## config.mk

```make
export PLATFORM = sky130hd
export DESIGN_NAME = mux_sel_pipe_flat
export DESIGN_NICKNAME = d
export VERILOG_FILES = /design/src/rtl/mux_sel_pipe_if.sv /design/src/rtl/mux_sel_pipe.sv /design/src/flat_wrapper.sv
export SDC_FILE = /design/constraint.sdc
export NUM_CORES = 1
export LEC_CHECK = 0
export BUFFER_PORTS_ARGS = -buffer_cell sky130_fd_sc_hd__buf_2
export CORE_AREA = 5 5 115 117
export CTS_BUF_LIST = sky130_fd_sc_hd__clkbuf_4 sky130_fd_sc_hd__clkbuf_8
export DETAILED_ROUTE_END_ITERATION = 8
export DIE_AREA = 0 0 120 122
export PLACE_DENSITY = 0.78
export SYNTH_ARGS = -nofsm -noshare
export SYNTH_HDL_FRONTEND = slang
export SYNTH_SLANG_ARGS = --single-unit
export TNS_END_PERCENT = 50
```

## constraint.sdc

```tcl
create_clock -name clk -period 2.7 [get_ports clk]
set_input_delay 0.405 -clock clk [delete_from_list [all_inputs] [get_ports clk]]
set_output_delay 0.405 -clock clk [all_outputs]
set_load 0.02 [all_outputs]
```

## src/rtl/mux_sel_pipe_if.sv

```systemverilog
// Bus bundle for mux_sel_pipe: packed input channels with select, flush, and a
// valid/ready result stream. The block itself connects through the slave modport.
interface mux_sel_pipe_if #(
  parameter int unsigned WIDTH  = 32,
  parameter int unsigned NUM_IN = 8,
  parameter int unsigned SEL_W  = 3
) ();

  logic [NUM_IN*WIDTH-1:0] in_data;
  logic [SEL_W-1:0]        in_sel;
  logic                    in_valid;
  logic                    in_ready;
  logic                    flush;
  logic [WIDTH-1:0]        out_data;
  logic [SEL_W-1:0]        out_sel;
  logic                    out_err;
  logic                    out_valid;
  logic                    out_ready;

  modport master (
    output in_data, in_sel, in_valid, flush, out_ready,
    input  in_ready, out_data, out_sel, out_err, out_valid
  );

  modport slave (
    input  in_data, in_sel, in_valid, flush, out_ready,
    output in_ready, out_data, out_sel, out_err, out_valid
  );

endinterface

```

## src/rtl/mux_sel_pipe.sv

```systemverilog
// N-to-1 data selector whose result is held in a registered output stage with a
// one-entry skid buffer, so in_ready never depends combinationally on out_ready.
module mux_sel_pipe #(
  parameter int unsigned      WIDTH       = 32,
  parameter int unsigned      NUM_IN      = 8,
  parameter int unsigned      SEL_W       = 3,
  parameter logic [WIDTH-1:0] DEFAULT_VAL = '0
) (
  input  logic          clk,
  input  logic          rst,
  mux_sel_pipe_if.slave bus
);

  localparam int unsigned NUM_SLOT = 1 << SEL_W;

  typedef struct packed {
    logic [WIDTH-1:0] data;
    logic [SEL_W-1:0] sel;
    logic             err;
  } entry_t;

  // Bit 0 = main register holds an entry, bit 1 = skid register holds one,
  // so out_valid and in_ready come straight off state flops.
  typedef enum logic [1:0] {
    ST_EMPTY = 2'b00,
    ST_FULL  = 2'b01,
    ST_SKID  = 2'b11
  } state_e;

  state_e state_q, state_d;
  entry_t main_q, main_d;
  entry_t skid_q, skid_d;
  entry_t new_entry;

  logic [WIDTH-1:0] slot [NUM_SLOT];
  logic             accept;
  logic             consume;

  // Unused select codes map to DEFAULT_VAL, so the lookup never indexes past the table.
  for (genvar k = 0; k < NUM_SLOT; k++) begin : g_slot
    if (k < NUM_IN) begin : g_chan
      assign slot[k] = bus.in_data[k*WIDTH +: WIDTH];
    end else begin : g_dflt
      assign slot[k] = DEFAULT_VAL;
    end
  end

  always_comb begin
    new_entry.data = slot[bus.in_sel];
    new_entry.sel  = bus.in_sel;
    new_entry.err  = (32'(bus.in_sel) >= NUM_IN);
  end

  assign accept  = bus.in_valid && !state_q[1];
  assign consume = state_q[0] && bus.out_ready;

  // NOTE: every signal gets a default before the case so no path leaves it
  // unassigned; a missing default here would infer a latch.
  always_comb begin
    state_d = state_q;
    main_d  = main_q;
    skid_d  = skid_q;

    if (bus.flush) begin
      state_d = ST_EMPTY;
    end else begin
      unique case (state_q)
        ST_EMPTY: begin
          if (accept) begin
            main_d  = new_entry;
            state_d = ST_FULL;
          end
        end
        ST_FULL: begin
          if (accept && consume) begin
            main_d = new_entry;
          end else if (accept) begin
            skid_d  = new_entry;
            state_d = ST_SKID;
          end else if (consume) begin
            state_d = ST_EMPTY;
          end
        end
        ST_SKID: begin
          if (consume) begin
            main_d  = skid_q;
            state_d = ST_FULL;
          end
        end
        default: state_d = ST_EMPTY;
      endcase
    end
  end

  // NOTE: sequential state uses non-blocking assignments so every flop samples
  // the pre-edge values regardless of statement order.
  // NOTE: the data registers are reset too, because out_data/out_sel/out_err
  // must read zero after reset, not merely be ignored while out_valid=0.
  always_ff @(posedge clk) begin
    if (rst) begin
      state_q <= ST_EMPTY;
      main_q  <= '0;
      skid_q  <= '0;
    end else begin
      state_q <= state_d;
      main_q  <= main_d;
      skid_q  <= skid_d;
    end
  end

  assign bus.in_ready  = !state_q[1];
  assign bus.out_valid = state_q[0];
  assign bus.out_data  = main_q.data;
  assign bus.out_sel   = main_q.sel;
  assign bus.out_err   = main_q.err;

endmodule
```

## src/flat_wrapper.sv

```systemverilog
// flat-port wrapper written by rule: the top's interface ports become plain ports
module mux_sel_pipe_flat 
#(
  parameter int unsigned      WIDTH       = 32,
  parameter int unsigned      NUM_IN      = 8,
  parameter int unsigned      SEL_W       = 3,
  parameter logic [WIDTH-1:0] DEFAULT_VAL = '0
)
  (clk, rst, bus_in_data, bus_in_sel, bus_in_valid, bus_flush, bus_out_ready, bus_in_ready, bus_out_data, bus_out_sel, bus_out_err, bus_out_valid);
  mux_sel_pipe_if #(.WIDTH(WIDTH), .NUM_IN(NUM_IN), .SEL_W(SEL_W)) bus_i ();
  input  logic clk;
  input  logic rst;
  input wire logic [$bits(bus_i.in_data)-1:0] bus_in_data;
  input wire logic [$bits(bus_i.in_sel)-1:0] bus_in_sel;
  input wire logic [$bits(bus_i.in_valid)-1:0] bus_in_valid;
  input wire logic [$bits(bus_i.flush)-1:0] bus_flush;
  input wire logic [$bits(bus_i.out_ready)-1:0] bus_out_ready;
  output wire logic [$bits(bus_i.in_ready)-1:0] bus_in_ready;
  output wire logic [$bits(bus_i.out_data)-1:0] bus_out_data;
  output wire logic [$bits(bus_i.out_sel)-1:0] bus_out_sel;
  output wire logic [$bits(bus_i.out_err)-1:0] bus_out_err;
  output wire logic [$bits(bus_i.out_valid)-1:0] bus_out_valid;
  assign bus_i.in_data = bus_in_data;
  assign bus_i.in_sel = bus_in_sel;
  assign bus_i.in_valid = bus_in_valid;
  assign bus_i.flush = bus_flush;
  assign bus_i.out_ready = bus_out_ready;
  assign bus_in_ready = bus_i.in_ready;
  assign bus_out_data = bus_i.out_data;
  assign bus_out_sel = bus_i.out_sel;
  assign bus_out_err = bus_i.out_err;
  assign bus_out_valid = bus_i.out_valid;
  mux_sel_pipe #(.WIDTH(WIDTH), .NUM_IN(NUM_IN), .SEL_W(SEL_W), .DEFAULT_VAL(DEFAULT_VAL)) u_core (.clk(clk), .rst(rst), .bus(bus_i));
endmodule
```

### Word-level counts from Yosys, hierarchy flattened

Cells that the tools add are included.

| operators by class | value |
|---|---|
| multiply operators | 0 |
| $lt $le $gt $ge | 1 |
| shifts and indexed selects | 0 |
| mux-type cells | 13 |
| equal/unequal tests | 7 |
| add/subtract/negate cells | 0 |
| bitwise gates (word level) | 3 |
| reductions and logical operators | 10 |
| divide/modulo/power cells | 0 |

Operators by type and width:

| cell | number |
|---|---|
| 36-bit two-way mux | 3 |
| 36-bit case mux with 3 select lines | 1 |
| 32-bit binary-select mux with 3-bit select | 1 |
| 32-bit two-way mux | 2 |
| 2-bit two-way mux | 5 |
| 4-bit AND reduction | 2 |
| 2-bit by 1-bit != test with 1-bit output, second input constant | 3 |
| 2-bit case mux with 3 select lines | 1 |
| 5-bit AND reduction | 1 |
| 4-bit >= comparator, second input constant | 1 |
| 3-bit inverter with 4-bit output | 1 |
| 1-bit logical AND | 3 |
| 3-bit by 1-bit != test with 1-bit output, second input constant | 1 |
| 3-bit nonzero test | 1 |
| 2-bit by 1-bit equality test with 1-bit output, second input constant | 1 |
| 2-bit equality test, second input constant | 1 |
| 2-bit logical NOT | 1 |
| 2-bit != test, second input constant | 1 |
| 1-bit inverter | 2 |
| 2-bit OR reduction | 1 |
| 1-bit logical NOT | 1 |

| word-level totals | value |
|---|---|
| memories | 0 |
| bits in read-only memories | 0 |
| logic and storage cells | 40 |
| RAM bits | 0 |
| bits in registers | 73 |
| output and inout bits | 38 |
| bits in latches | 0 |
| bits of input ports | 264 |

### Longest topological paths before layout

Gate-level depths: netlist of the first run.

| logic depth | value |
|---|---|
| depth in word-level cells | 6 |
| depth in mapped cells | 8 |
| depth with buffers taken out | 5 |

### Worst setup path after synthesis of the first run

OpenSTA, ideal clock, no wires.

| timing path | value |
|---|---|
| path kind | register to register |
| start point | register u_core.state_q[0] |
| end point | register u_core.main_q (netlist bit u_core.bus.out_data[27]) |
| buffers on the path | 2 |
| setup slack | 0.702 ns |
| stages on the path, launching flop included | 8 |
| clock period less this slack | 1.998 ns |
| data required time | 2.566 ns |
| library setup time | 0.134 ns |
| data arrival time | 1.864 ns |
| path through | dfxtp_1 inv_1 ha_1 a221oi_4 and2_1 buf_4 buf_2 a311oi_1 |

| on the way | value |
|---|---|
| longest elaborated chain between the ends | 4 |
| elaborated cells between the ends (all ways) | 11 |
| classes of those cells | eq/ne (5); mux (1); reduce/logical (5) |

RTL lines:

| item | RTL line | text |
|---|---|---|
| start, declared | mux_sel_pipe.sv:30 | `state_e state_q, state_d;` |
| start signal, assigned | mux_sel_pipe.sv:105 | `state_q <= state_d;` |
| 1-bit logical AND | mux_sel_pipe.sv:55 | `assign consume = state_q[0] && bus.out_ready;` |
| 1-bit logical AND | mux_sel_pipe.sv:75 | `if (accept && consume) begin` |
| 2-bit by 1-bit != test with 1-bit output (no source line) | -- |  |
| 5-bit AND reduction (no source line) | -- |  |
| end signal, assigned | mux_sel_pipe.sv:106 | `main_q <= main_d;` |
| end, declared | mux_sel_pipe.sv:31 | `entry_t main_q, main_d;` |

Parallel ways exist; a longest one is shown, timed or not.
A chain may end at the register's enable or synchronous reset.

### Worst setup path after layout of the first run

| timing path | value |
|---|---|
| start point | register u_core.state_q[0] |
| end point | register u_core.main_q (netlist bit u_core.bus.out_data[22]) |

Same word-level chain as after synthesis.

==> run summary, run 1 <==
The run finished with clean final reports. The starting density of the core is 0.409. Max-cap violations in this run came to 0. STA classifies the critical path endpoint as a register.

The logs give 0 for the final-report hold violation count and 13.0 mm for the detailed placer's ending HPWL. Count of cells resized by post-cts repair: 0. The number of sinks on the clock net was 72. TritonCTS built the clock tree. The critical path starts at u_core.state_q[0]. In the routed layout, each cell is associated on average with a via count of 5.42. In the final routed layout, each cell accounts on average for 18.1 um. In this run the clock root is driven by a sky130_fd_sc_hd__clkbuf_8.

The worst setup path is of the register to register kind. The vertical extent of the die is 122 um. The startpoint identified for the worst register-to-register timing path is u_core.state_q[0].

The tools report the startpoint of the lowest-slack hold path as bus_flush. The synthesis-stage register bit count works out to 72. The relative slew slack is 0.529, and the final RePlAce weighted congestion is 0.859. The worst hold path belongs to the class primary input to register. Actual transition at the worst max-transition pin: 0.706 ns. The top cell type's share of synthesized area is 0.288.

During I/O placement, the number of pins put on the boundary was 302. The post-layout utilization of the core is 0.559, and the deepest level of the CTS H-tree is 3. Setup violations remaining at the end of the flow were counted as 0. After clock tree synthesis, the clock-pin slew on the worst setup and hold paths is 0.08 ns.

The remaining routing DRC violations came out at 0. The via count of the first global-routing pass is 4917, and the average footprint of a synthesized cell is 10.2 um2. After technology mapping, the gate count stands at 489. The power per unit of standard cell area was 459 nW/um2; the pin count of the biggest net entering global routing was 68. In the post-synthesis netlist, the cell with the most instances is sky130_fd_sc_hd__dfxtp_1.

In this run the static leakage power is 2.97 nW. The tools report the overall die area as 14600 um2. The total routing resource utilization after global routing was 0.219.

For the area of the core, the log shows 12300 um2. Number of routed nets with antenna violations: 0. For this run, the detailed router's first-pass iteration total came to 5.

The net count after synthesis was 758. From synthesis to final layout, the design area changed by 36.7%. The routed design has 16.7 mm of wire. The period utilization works out to 0.739. For the accumulated negative setup slack, the log shows 0 ns. Die boundary width: 120 um.

sky130_fd_sc_hd__dfxtp_1 takes more of the synthesized area than any other cell. The share of final-layout standard cells stronger than drive strength 1 was 0.564. Subtracting the final worst setup slack from the clock period gives 2.00 ns.

STA puts the critical path data required time at 2.95 ns. The number of buffers added on ports is 300, and the number of synthesis warnings is 0. The final number of max-transition violations is 0. Sorting the synthesized cells by how often they occur yields 72 x sky130_fd_sc_hd__dfxtp_1, 67 x sky130_fd_sc_hd__nor2_1, 64 x sky130_fd_sc_hd__mux4_2.

The first global-routing pass estimated 25.4 mm of wire. The maximum achievable frequency is 501 MHz. The layout net count is 1034, and the largest fanout on the critical path is 19. After global routing the overflow that remains totals 0. Buffers inserted during clock tree synthesis total 9. The overall via count from detail_route was 4991; the share of synthesized area occupied by flip-flops and latches was 0.288. The highest ir drop seen on vdd is 0.000216 V. The logs give 0.00645 ns for the final worst clock skew and 32 for the unique cell type count in the Yosys netlist. Clock insertion delay at the later pin of the skew report: 0.35 ns. The floorplan has 41 rows. Among all flip-flop cells after synthesis, the most frequent one is sky130_fd_sc_hd__dfxtp_1. The number of antenna violations at the first check in global routing was 2. The longest clock path from root to sink contains 2 buffers.

By area the synthesized netlist is led by sky130_fd_sc_hd__dfxtp_1 29%, sky130_fd_sc_hd__mux4_2 29%, sky130_fd_sc_hd__mux2_2 7.2%. Setup repair after global routing left no endpoint under its margin. The number of setup buffers added after CTS is 0, and the worst path arrival time is 2.24 ns.

The fraction of registers with async set/reset is 0, and the count of hold-fix buffers inserted at cts is 0. The worst setup path is launched from a register. In this run the cell area of the synthesized design comes to 5010 um2.

The detailed router finished its first iteration with 397 violations. The synthesized design contains 0 enable-type register cells.
-- registers in the layout (all words and copies together), names as in the netlist --
name / count
u_core.skid_q: 35
u_core.bus.out_sel: 3
u_core.state_q: 2
u_core.bus.out_data: 32
-- worst max-delay path, cell delays in order, from the launching register on --
cell and delay [ns]:
sky130_fd_sc_hd__dfxtp_1 0.48, sky130_fd_sc_hd__inv_1 0.13, sky130_fd_sc_hd__ha_1 0.28, sky130_fd_sc_hd__a221oi_4 0.31, sky130_fd_sc_hd__buf_4 0.30, sky130_fd_sc_hd__a21oi_1 0.11, sky130_fd_sc_hd__a311oi_1 0.28
-- where the power goes --
group	internal, mW	total [mW]	switching, mW
Sequential	1.14	1.19	0.0464
Clock	0.522	0.948	0.426
Combinational	0.519	1.00	0.485
Total	2.18	3.14	0.958
-- final timing paths --
check,endpoint,cells after the start,slack [ns]
setup / recovery,u_core.bus.out_data[22],6,0.70
hold / removal,u_core.state_q[0],3,0.42
setup reg to reg,u_core.bus.out_data[22],6,0.70
hold reg to reg,u_core.skid_q[1],2,0.46
-- metal layers --
metal / vias to the layer above / GRT usage / share of wire
met3: 22 / 0.0548 / 0.082
met1: 2316 / 0.257 / 0.38
met2: 240 / 0.398 / 0.52
li1: 2411 / - / -
met5: - / 0 / 0.00084
met4: 2 / 0.0573 / 0.015
-- kinds of logic after synthesis --
kind of cell,synth area share
adders and majority gates,0.0125
other,0.000749
DFF,0.288
AOI/OAI and AO/OA,0.115
xor gates and xnor gates,0.00175
and+or+nand+nor,0.161
muxes,0.368
buffers and inverters,0.0539
-- layout by cell type (no fill, tap or decap), types with 2 or more instances in the layout --
cell type,Yosys,final
sky130_fd_sc_hd__nand2_1,39,39
sky130_fd_sc_hd__clkbuf_8,0,9
sky130_fd_sc_hd__mux2_2,32,32
sky130_fd_sc_hd__bufinv_16,0,2
sky130_fd_sc_hd__nand4b_1,2,2
sky130_fd_sc_hd__buf_2,12,299
sky130_fd_sc_hd__mux4_2,64,64
sky130_fd_sc_hd__inv_1,2,2
sky130_fd_sc_hd__a311oi_1,32,32
sky130_fd_sc_hd__nor2_1,67,66
sky130_fd_sc_hd__dfxtp_1,72,72
sky130_fd_sc_hd__mux2i_1,4,4
sky130_fd_sc_hd__nand2b_1,32,32
sky130_fd_sc_hd__a211oi_1,3,3
sky130_fd_sc_hd__ha_1,5,4
sky130_fd_sc_hd__nor3_1,32,32
sky130_fd_sc_hd__buf_12,0,4
sky130_fd_sc_hd__clkinv_2,0,2
sky130_fd_sc_hd__buf_4,6,14
sky130_fd_sc_hd__a21oi_1,38,38
-- area by class of cell --
class                      instances  area (um2)
antenna                            1        2.50
clock buffer                       9         124
clock inverter                     7        95.1
fill                            1109        5410
inverter                           2        7.51
multi-input combinational        363        3310
sequential                        72        1440
tap                              150         188
timing repair buffer             317        1680
-- stage by stage --
step / worst slack, ns / std cells / hold slack [ns] / instance area, um2 / total power, mW
after global placement: 0.599 / 904 / 0.441 / 6630 / 2.20
after detailed placement: 0.568 / 904 / 0.450 / 6630 / 2.22
after floorplan: 0.702 / 489 / 0.436 / 5010 / 1.85
after global routing: 0.534 / 921 / 0.408 / 6850 / 3.31
after CTS: 0.700 / 920 / 0.390 / 6850 / 3.17
final: 0.705 / 921 / 0.420 / 6850 / 3.14
No activity file was read; power rests on OpenSTA's default activity.
==> run 2: changes to the inputs <==
--- a/config.mk
+++ b/config.mk
@@ -6,11 +6,11 @@
 export NUM_CORES = 1
 export LEC_CHECK = 0
 export BUFFER_PORTS_ARGS = -buffer_cell sky130_fd_sc_hd__buf_2
-export CORE_AREA = 5 5 115 117
+export CORE_MARGIN = 5
+export CORE_UTILIZATION = 41
 export CTS_BUF_LIST = sky130_fd_sc_hd__clkbuf_4 sky130_fd_sc_hd__clkbuf_8
 export DETAILED_ROUTE_END_ITERATION = 8
-export DIE_AREA = 0 0 120 122
-export PLACE_DENSITY = 0.78
+export PLACE_DENSITY = 0.8
 export SYNTH_ARGS = -nofsm -noshare
 export SYNTH_HDL_FRONTEND = slang
 export SYNTH_SLANG_ARGS = --single-unit
==> constraint.sdc (replaced) <==
create_clock -name clk -period 1.68 [get_ports clk]
set_input_delay 0.252 -clock clk [delete_from_list [all_inputs] [get_ports clk]]
set_output_delay 0.252 -clock clk [all_outputs]
set_load 0.02 [all_outputs]
==> run 2 against run 1 <==
  * Critical endpoint is now u_core.bus.out_data[14]
  * The run now ends with setup timing left
  * Largest cell class unchanged
  * Highest routed layer is now met4
  * Via count is 3.7% higher
  * Clock-buffer cell count is 3 higher
  * Cell area is 5.2% higher
==> run summary, run 2 (synthesis results as in run 1) <==
The number of violations of the max-capacitance limit is 0 (unchanged). The final reports fail on setup timing. The overall via count from detail_route came out at 5178 (+3.7%). The fill cell total of the finished layout is 1036 (-6.6%). Cell total after placement: 910 (+0.66%).

The combined flip-flop and latch cell area is 1450 um2 (+0.52%). The number of antenna violations at the first check in global routing is 3 (+1). The signal on the critical path passes through buf_6 > ha_4 > a221oi_4 > buf_12 > and2_4 > buf_12 > a311oi_2. The clock transition time at the flip-flop clock pins of the worst setup and hold paths is 0.07 ns (about the same).

Setup repair after global routing could not meet its margin everywhere. The number of buffers inserted during clock tree synthesis came out at 9 (unchanged). Most used routing layer: met2.

The longest individual stage delay on the worst path is 0.37 ns (-0.11 ns), and the number of setup violations in the final report is 30 (+30). The leakage power of the design was 3.12 nW (+4.9%). The critical path starts at u_core.state_q[0]. On the critical path, the stage with the largest delay is an instance of sky130_fd_sc_hd__dfxtp_4. The flow ran to the end, but the final reports show violations.

The actual transition at the worst max-transition pin came out at 0.615 ns (-0.0913 ns). The run gives 0.294 (+0.0373) as the global routing usage on met1. Area used by multi-input combinational logic: 3390 um2 (+2.5%). The average wire length per cell after detail routing was 19.5 um (+7.7%). Met3 demand-to-capacity share in global routing: 0.0552 (+0.000410). Deepest level of the CTS H-tree: 3 (unchanged). The die boundary width is 121 um (+0.45%).

Largest fanout on the critical path: 20 (+1). Time the worst path needs with I/O delays and setup: 1.73 ns (-0.269 ns). The final RePlAce weighted congestion is 0.840 (-2.2%). The sequential power share is 0.378 (about the same). The area of the core is 12000 um2 (-2.0%), and the detail-routed via count per cell is 5.53 (+2.1%). The switching power share of the total came out at 0.319 (+0.0141). The overall die area is 14500 um2 (-0.75%), and the share of final-layout standard cells stronger than drive strength 1 is 0.592 (+0.0280). The post-layout utilization of the core is 0.600 (+0.0411), and the wire length of the first global-routing pass is 27.8 mm (+9.4%). The overall power consumption was 5.07 mW (+61%); the via count of the first global-routing pass was 5361 (+9.0%). The starting density of the core is 0.417 (+0.00847), and the internal power summed over all cells is 3.45 mW (+58%).

The worst setup path is captured at a register. Clock tree root buffer cell: sky130_fd_sc_hd__clkbuf_8. Remaining routing DRC violations: 0 (unchanged).

The startpoint identified for the worst register-to-register timing path is u_core.state_q[0]. The vertical extent of the die was 121 um (-1.2%). The final-report hold violation count came out at 0 (unchanged). Maximum achievable frequency: 579 MHz (+16%). The total routing resource utilization after global routing is 0.242 (+0.0232), and the number of routed nets with antenna violations is 0 (unchanged). The run gives -0.0466 ns (-0.751 ns) as the final worst-path setup slack. The power per unit of standard cell area works out to 704 nW/um2 (+53%).

The tools report the nature of the critical path startpoint as a register. For the count of standard-cell rows, the log shows 40 (-2.4%). The library cell used most frequently in the layout, excluding fill and tap cells, is sky130_fd_sc_hd__buf_2. The period utilization is 1.03 (+0.289), and the relative contribution of combinational cells to total power is 0.367 (+0.047). Critical path class: register to register.

The final number of max-transition violations is 0 (unchanged), and the clock insertion delay at the later pin of the skew report is 0.34 ns (about the same). The global-route congestion overflow total came out at 0 (unchanged). The path class of the tightest hold or removal check is primary input to register.

The top-level port count was 302 (unchanged). The layout net count was 1050 (+1.5%). Accumulated negative setup slack: -0.620 ns (-0.620 ns).

The relative slew slack is 0.590 (+0.0609). From synthesis to final layout, the design area changed by 43.8%. The worst path arrival time was 1.94 ns (-0.30 ns); the final instance count without filler cells was 936 (+1.6%). The flip-flop count of the largest register, all copies and words added came out at 35 (unchanged). The routed wire length was 18.2 mm (+9.4%); the starting DRC count in detailed routing was 416 (+4.8%).

The number of buffers on the longest clock path was 2 (unchanged); the count of hold-fix buffers inserted at cts was 0 (unchanged). The startpoint identified for the worst hold timing path is bus_flush. In this design, the critical path's most frequently occurring cell is sky130_fd_sc_hd__buf_12. The number of buffers added on ports is 300 (unchanged), and the detailed-routing iteration count for the pre-antenna-repair pass is 5 (unchanged). The logs give 14.1 mm (+7.9%) for the detailed placer's ending HPWL and -0.0956 ns (-0.664 ns) for the worst setup timing slack at the placement stage. In the layout the commonest cells are 299 x sky130_fd_sc_hd__buf_2, 70 x sky130_fd_sc_hd__dfxtp_1, 66 x sky130_fd_sc_hd__nor2_1. Number of sinks on the clock net: 72 (unchanged). TritonCTS built the clock tree. For the net switching power, the log shows 1.62 mW (+69%).

The pin count of the biggest net entering global routing is 68 (unchanged). The run gives 0.426 (+0.0282) as the met2 global-route usage. Counting flops per register, the top entry is u_core.skid_q.

The tools report the required time at the endpoint of the critical path as 1.90 ns (-1.05 ns). The tools report the clock power share as 0.255 (-0.047). Highest ir drop seen on vdd: 0.000309 V (+43%).

The final worst clock skew was 0.00829 ns (+0.00184 ns).
-- run 2: area by class of cell --
type,instances,share of cell area
antenna,3,0.00104
clock buffer,12,0.0221
clock inverter,4,0.00382
inverter,2,0.00139
multi-input combinational,363,0.471
sequential,72,0.201
tap,147,0.0255
timing repair buffer,333,0.274
-- run 2: per-stage QoR --
stage | instance area, um2 | hold slack, ns
floorplan | 5070 | 0.431
global placement | 6830 | 0.442
detailed placement | 6830 | 0.449
CTS | 7090 | 0.255
global route | 7200 | 0.273
finish | 7200 | 0.277
-- run 2: final timing paths --
check,end,slack (ns),depth (start not counted)
setup / recovery,u_core.bus.out_data[14],-0.05,7
hold / removal,u_core.state_q[0],0.28,3
setup reg to reg,u_core.bus.out_data[14],-0.05,7
hold reg to reg,u_core.skid_q[3],0.46,2
-- run 2: worst max-delay path, delay by kind of cell, from the launching register on --
| kind | cells | cell delay, ns |
|---|---|---|
| DFF | 1 | 0.37 |
| AOI/OAI and AO/OA | 2 | 0.39 |
| buffers and inverters | 3 | 0.48 |
| and+or+nand+nor | 1 | 0.18 |
| adders and majority gates | 1 | 0.17 |
-- run 2: power groups by stage --
stage                     Clock, mW  Sequential [mW]  Combinational (mW)
after floorplan                   0             2.07               0.919
after global placement            0             1.95                1.68
after detailed placement          0             1.96                1.71
after CTS                      1.32             1.92                1.79
after global routing           1.38             1.93                2.00
final                          1.29             1.92                1.86
-- run 2: layer usage --
| layer | wire length (um) | part of all wire |
|---|---|---|
| met4 | 276 | 0.015 |
| met3 | 1530 | 0.084 |
| met5 | 0 | 0 |
| met1 | 7140 | 0.39 |
| met2 | 9300 | 0.51 |
-- run 2: what timing repair did --
action | in CTS | in global routing
pin swaps | 7 | 11
setup endpoints to repair | 34 | 51
buffers inserted | 2 | 2
resized for setup | 9 | 12
hold endpoints to repair | 0 | 0
cloned | 2 | 1
==> run 3: changes to the inputs <==
==> constraint.sdc (replaced) <==
create_clock -name clk -period 1.4 [get_ports clk]
set_input_delay 0.21 -clock clk [delete_from_list [all_inputs] [get_ports clk]]
set_output_delay 0.21 -clock clk [all_outputs]
set_load 0.02 [all_outputs]
==> run 3 against run 2 <==
  * The run still ends with setup timing left
  * Combinational power grew 27%
  * Clock power increased by 37%
  * Total power is 27% higher
  * Clock-buffer cell count is the same
  * Final cell count increased by 1.1%
  * Fmax is 3.0% higher
  * Register-to-register slack lost 0.23 ns
  * Sequential power rose by 20%
  * Core utilization increased by 3.3 points
  * Worst hold slack worse by 0.015 ns
  * Global-route usage decreased by 0.67 points
  * Flip-flop and latch count did not move
==> run summary, run 3 (synthesis results as in run 1) <==
TritonCTS built the clock tree. The flip-flop count of the largest register, all copies and words added came out at 35 (unchanged). The period utilization works out to 1.20 (+0.170). The detailed placer's ending HPWL was 13.5 mm (-4.0%). The most critical setup path has its startpoint at u_core.state_q[1]. The clock transition time at the flip-flop clock pins of the worst setup and hold paths came out at 0.08 ns (about the same). The top cell types in the final layout, fill and taps aside, are 299 x sky130_fd_sc_hd__buf_2, 70 x sky130_fd_sc_hd__dfxtp_1, 64 x sky130_fd_sc_hd__mux4_2. The required time at the endpoint of the critical path is 1.64 ns (-0.26 ns), and the top-level port count is 302 (unchanged). Largest register by flop count: u_core.skid_q. The wire length of the first global-routing pass was 27.3 mm (-1.5%). The tools report the deepest level of the CTS H-tree as 3 (unchanged). The largest fanout on the critical path works out to 8 (-60%).

The die boundary width was 121 um (unchanged); the starting density of the core was 0.417 (unchanged). The run finished, with violations left. The final number of max-transition violations was 0 (unchanged).

Cell type of the slowest stage on the worst timing path: sky130_fd_sc_hd__dfxtp_4. The placed instance area was 6880 um2 (+0.66%); the via count of the first global-routing pass was 5409 (+0.90%). Total non-filler cell area in the finished layout: 7600 um2 (+5.5%).

The average wire length per cell after detail routing was 19.6 um (+0.49%); the final worst-path setup slack was -0.277 ns (-0.230 ns). The time the worst path needs with I/O delays and setup was 1.68 ns (-0.0496 ns); the number of buffers on the longest clock path was 2 (unchanged). The library cell appearing most often on the critical path is sky130_fd_sc_hd__buf_12. The pin count of the biggest net entering global routing came out at 68 (unchanged). The number of buffers added on ports is 300 (unchanged), and the routed wire length is 18.5 mm (+1.6%). Total routing resource utilization after global routing: 0.235 (-0.00674).

The remaining routing DRC violations was 0 (unchanged); the number of routed nets with antenna violations was 0 (unchanged). For the fill cell total of the finished layout, the log shows 996 (-3.9%). The layout net count is 1059 (+0.86%), and the longest individual stage delay on the worst path is 0.38 ns (about the same). The logs give 0 (unchanged) for the global-route congestion overflow total and 0.0162 ns (+0.00786 ns) for the final worst clock skew.

The tools report the final-report hold violation count as 0 (unchanged). The startpoint of the lowest-slack hold path was bus_flush. The run gives 12000 um2 (unchanged) as the area of the core. The maximum achievable frequency was 596 MHz (+3.0%). The run gives 5340 (+3.1%) as the overall via count from detail_route. The worst path arrival time is 1.92 ns (-0.02 ns). Setup repair after global routing could not meet its margin everywhere. The detailed-routing iteration count for the pre-antenna-repair pass came out at 5 (unchanged). The number of setup violations in the final report came out at 72 (+140%). STA classifies the critical path startpoint as a register. The vertical extent of the die is 121 um (unchanged), and the leakage power of the design is 3.28 nW (+5.3%). The checks that failed: setup timing. Traced cell by cell, the critical path runs through nand4b_1 > a221oi_4 > buf_6 > buf_12 > buf_12 > a21oi_4 > a311oi_2.

The run gives 0.000402 V (+30%) as the highest ir drop seen on vdd. The overall die area is 14500 um2 (unchanged), and the number of violations of the max-capacitance limit is 0 (unchanged). The count of hold-fix buffers inserted at cts was 0 (unchanged); the power per unit of standard cell area was 847 nW/um2 (+20%).

STA classifies the critical path endpoint as a register. The logs give 0.33 ns (about the same) for the clock insertion delay at the later pin of the skew report and 0.878 (+4.5%) for the final RePlAce weighted congestion. For the overall power consumption, the log shows 6.44 mW (+27%). The tools report the launching point of the worst reg2reg path as u_core.state_q[1]. The number of antenna violations at the first check in global routing was 4 (+1). The root buffer cell chosen for the clock tree is sky130_fd_sc_hd__clkbuf_8. Leaving out fill and tap cells, the most frequent cell in the layout is sky130_fd_sc_hd__buf_2. The number of buffers inserted during clock tree synthesis was 9 (unchanged). The count of standard-cell rows was 40 (unchanged); the detail-routed via count per cell was 5.64 (+2.0%). The critical path class is register to register. The min-delay analysis places its worst path in the category primary input to register.

Number of sinks on the clock net: 72 (unchanged). Relative to the synthesized area, the layout overhead comes to 51.6%. The post-layout utilization of the core is 0.632 (+0.0328), and the starting DRC count in detailed routing is 398 (-4.3%). The share of final-layout standard cells stronger than drive strength 1 works out to 0.653 (+0.0612).
run 3: final timing paths:
| check | end | cells after the start | slack (ns) |
|---|---|---|---|
| hold / removal | u_core.state_q[0] | 3 | 0.26 |
| hold reg to reg | u_core.skid_q[3] | 2 | 0.46 |
| setup reg to reg | u_core.bus.out_data[7] | 7 | -0.28 |
| setup / recovery | u_core.bus.out_data[7] | 7 | -0.28 |
run 3: final cells by class:
cell class / instances / area, um2 / area share
antenna: 4 / 10.0 / 0.00132
clock buffer: 12 / 165 / 0.0217
clock inverter: 4 / 51.3 / 0.00675
inverter: 2 / 12.5 / 0.00165
multi-input combinational: 363 / 3580 / 0.472
sequential: 72 / 1450 / 0.191
tap: 147 / 184 / 0.0242
timing repair buffer: 342 / 2140 / 0.282
run 3: through the flow:
| step | cells | TNS (ns) | worst slack [ns] | hold WS, ns |
|---|---|---|---|---|
| after floorplan | 489 | -14.53 | -0.296 | 0.389 |
| after global placement | 913 | -19.00 | -0.304 | 0.443 |
| after detailed placement | 913 | -20.50 | -0.338 | 0.453 |
| after CTS | 937 | -10.77 | -0.224 | 0.223 |
| after global routing | 946 | -21.12 | -0.366 | 0.240 |
| final | 946 | -16.82 | -0.277 | 0.261 |
run 3: worst max-delay path, delay by kind of cell (launching register included):
kind / cells / cell delay (ns)
DFF: 1 / 0.38
AOI/OAI and AO/OA: 3 / 0.59
and+or+nand+nor: 1 / 0.23
buffers and inverters: 3 / 0.40
run 3: layer usage:
layer | wire (um) | GRT usage
met1 | 7290 | 0.287
met2 | 9340 | 0.403
met3 | 1490 | 0.0575
met4 | 406 | 0.0850
met5 | 0 | 0
run 3: power breakdown:
group / leakage, nW / total, mW / internal (mW) / switching [mW]
Combinational: 2.58 / 2.36 / 1.25 / 1.10
Sequential: 0.589 / 2.31 / 2.21 / 0.0992
Clock: 0.109 / 1.77 / 0.971 / 0.803
Total: 3.28 / 6.44 / 4.43 / 2.00
run 3: timing repair:
item                                    CTS  global route
setup buffers                             5             2
pin swaps                                50            29
hold endpoints to repair                  0             0
gates resized for setup                  42            36
cloned                                    3             4
endpoints found under the setup margin   72            72
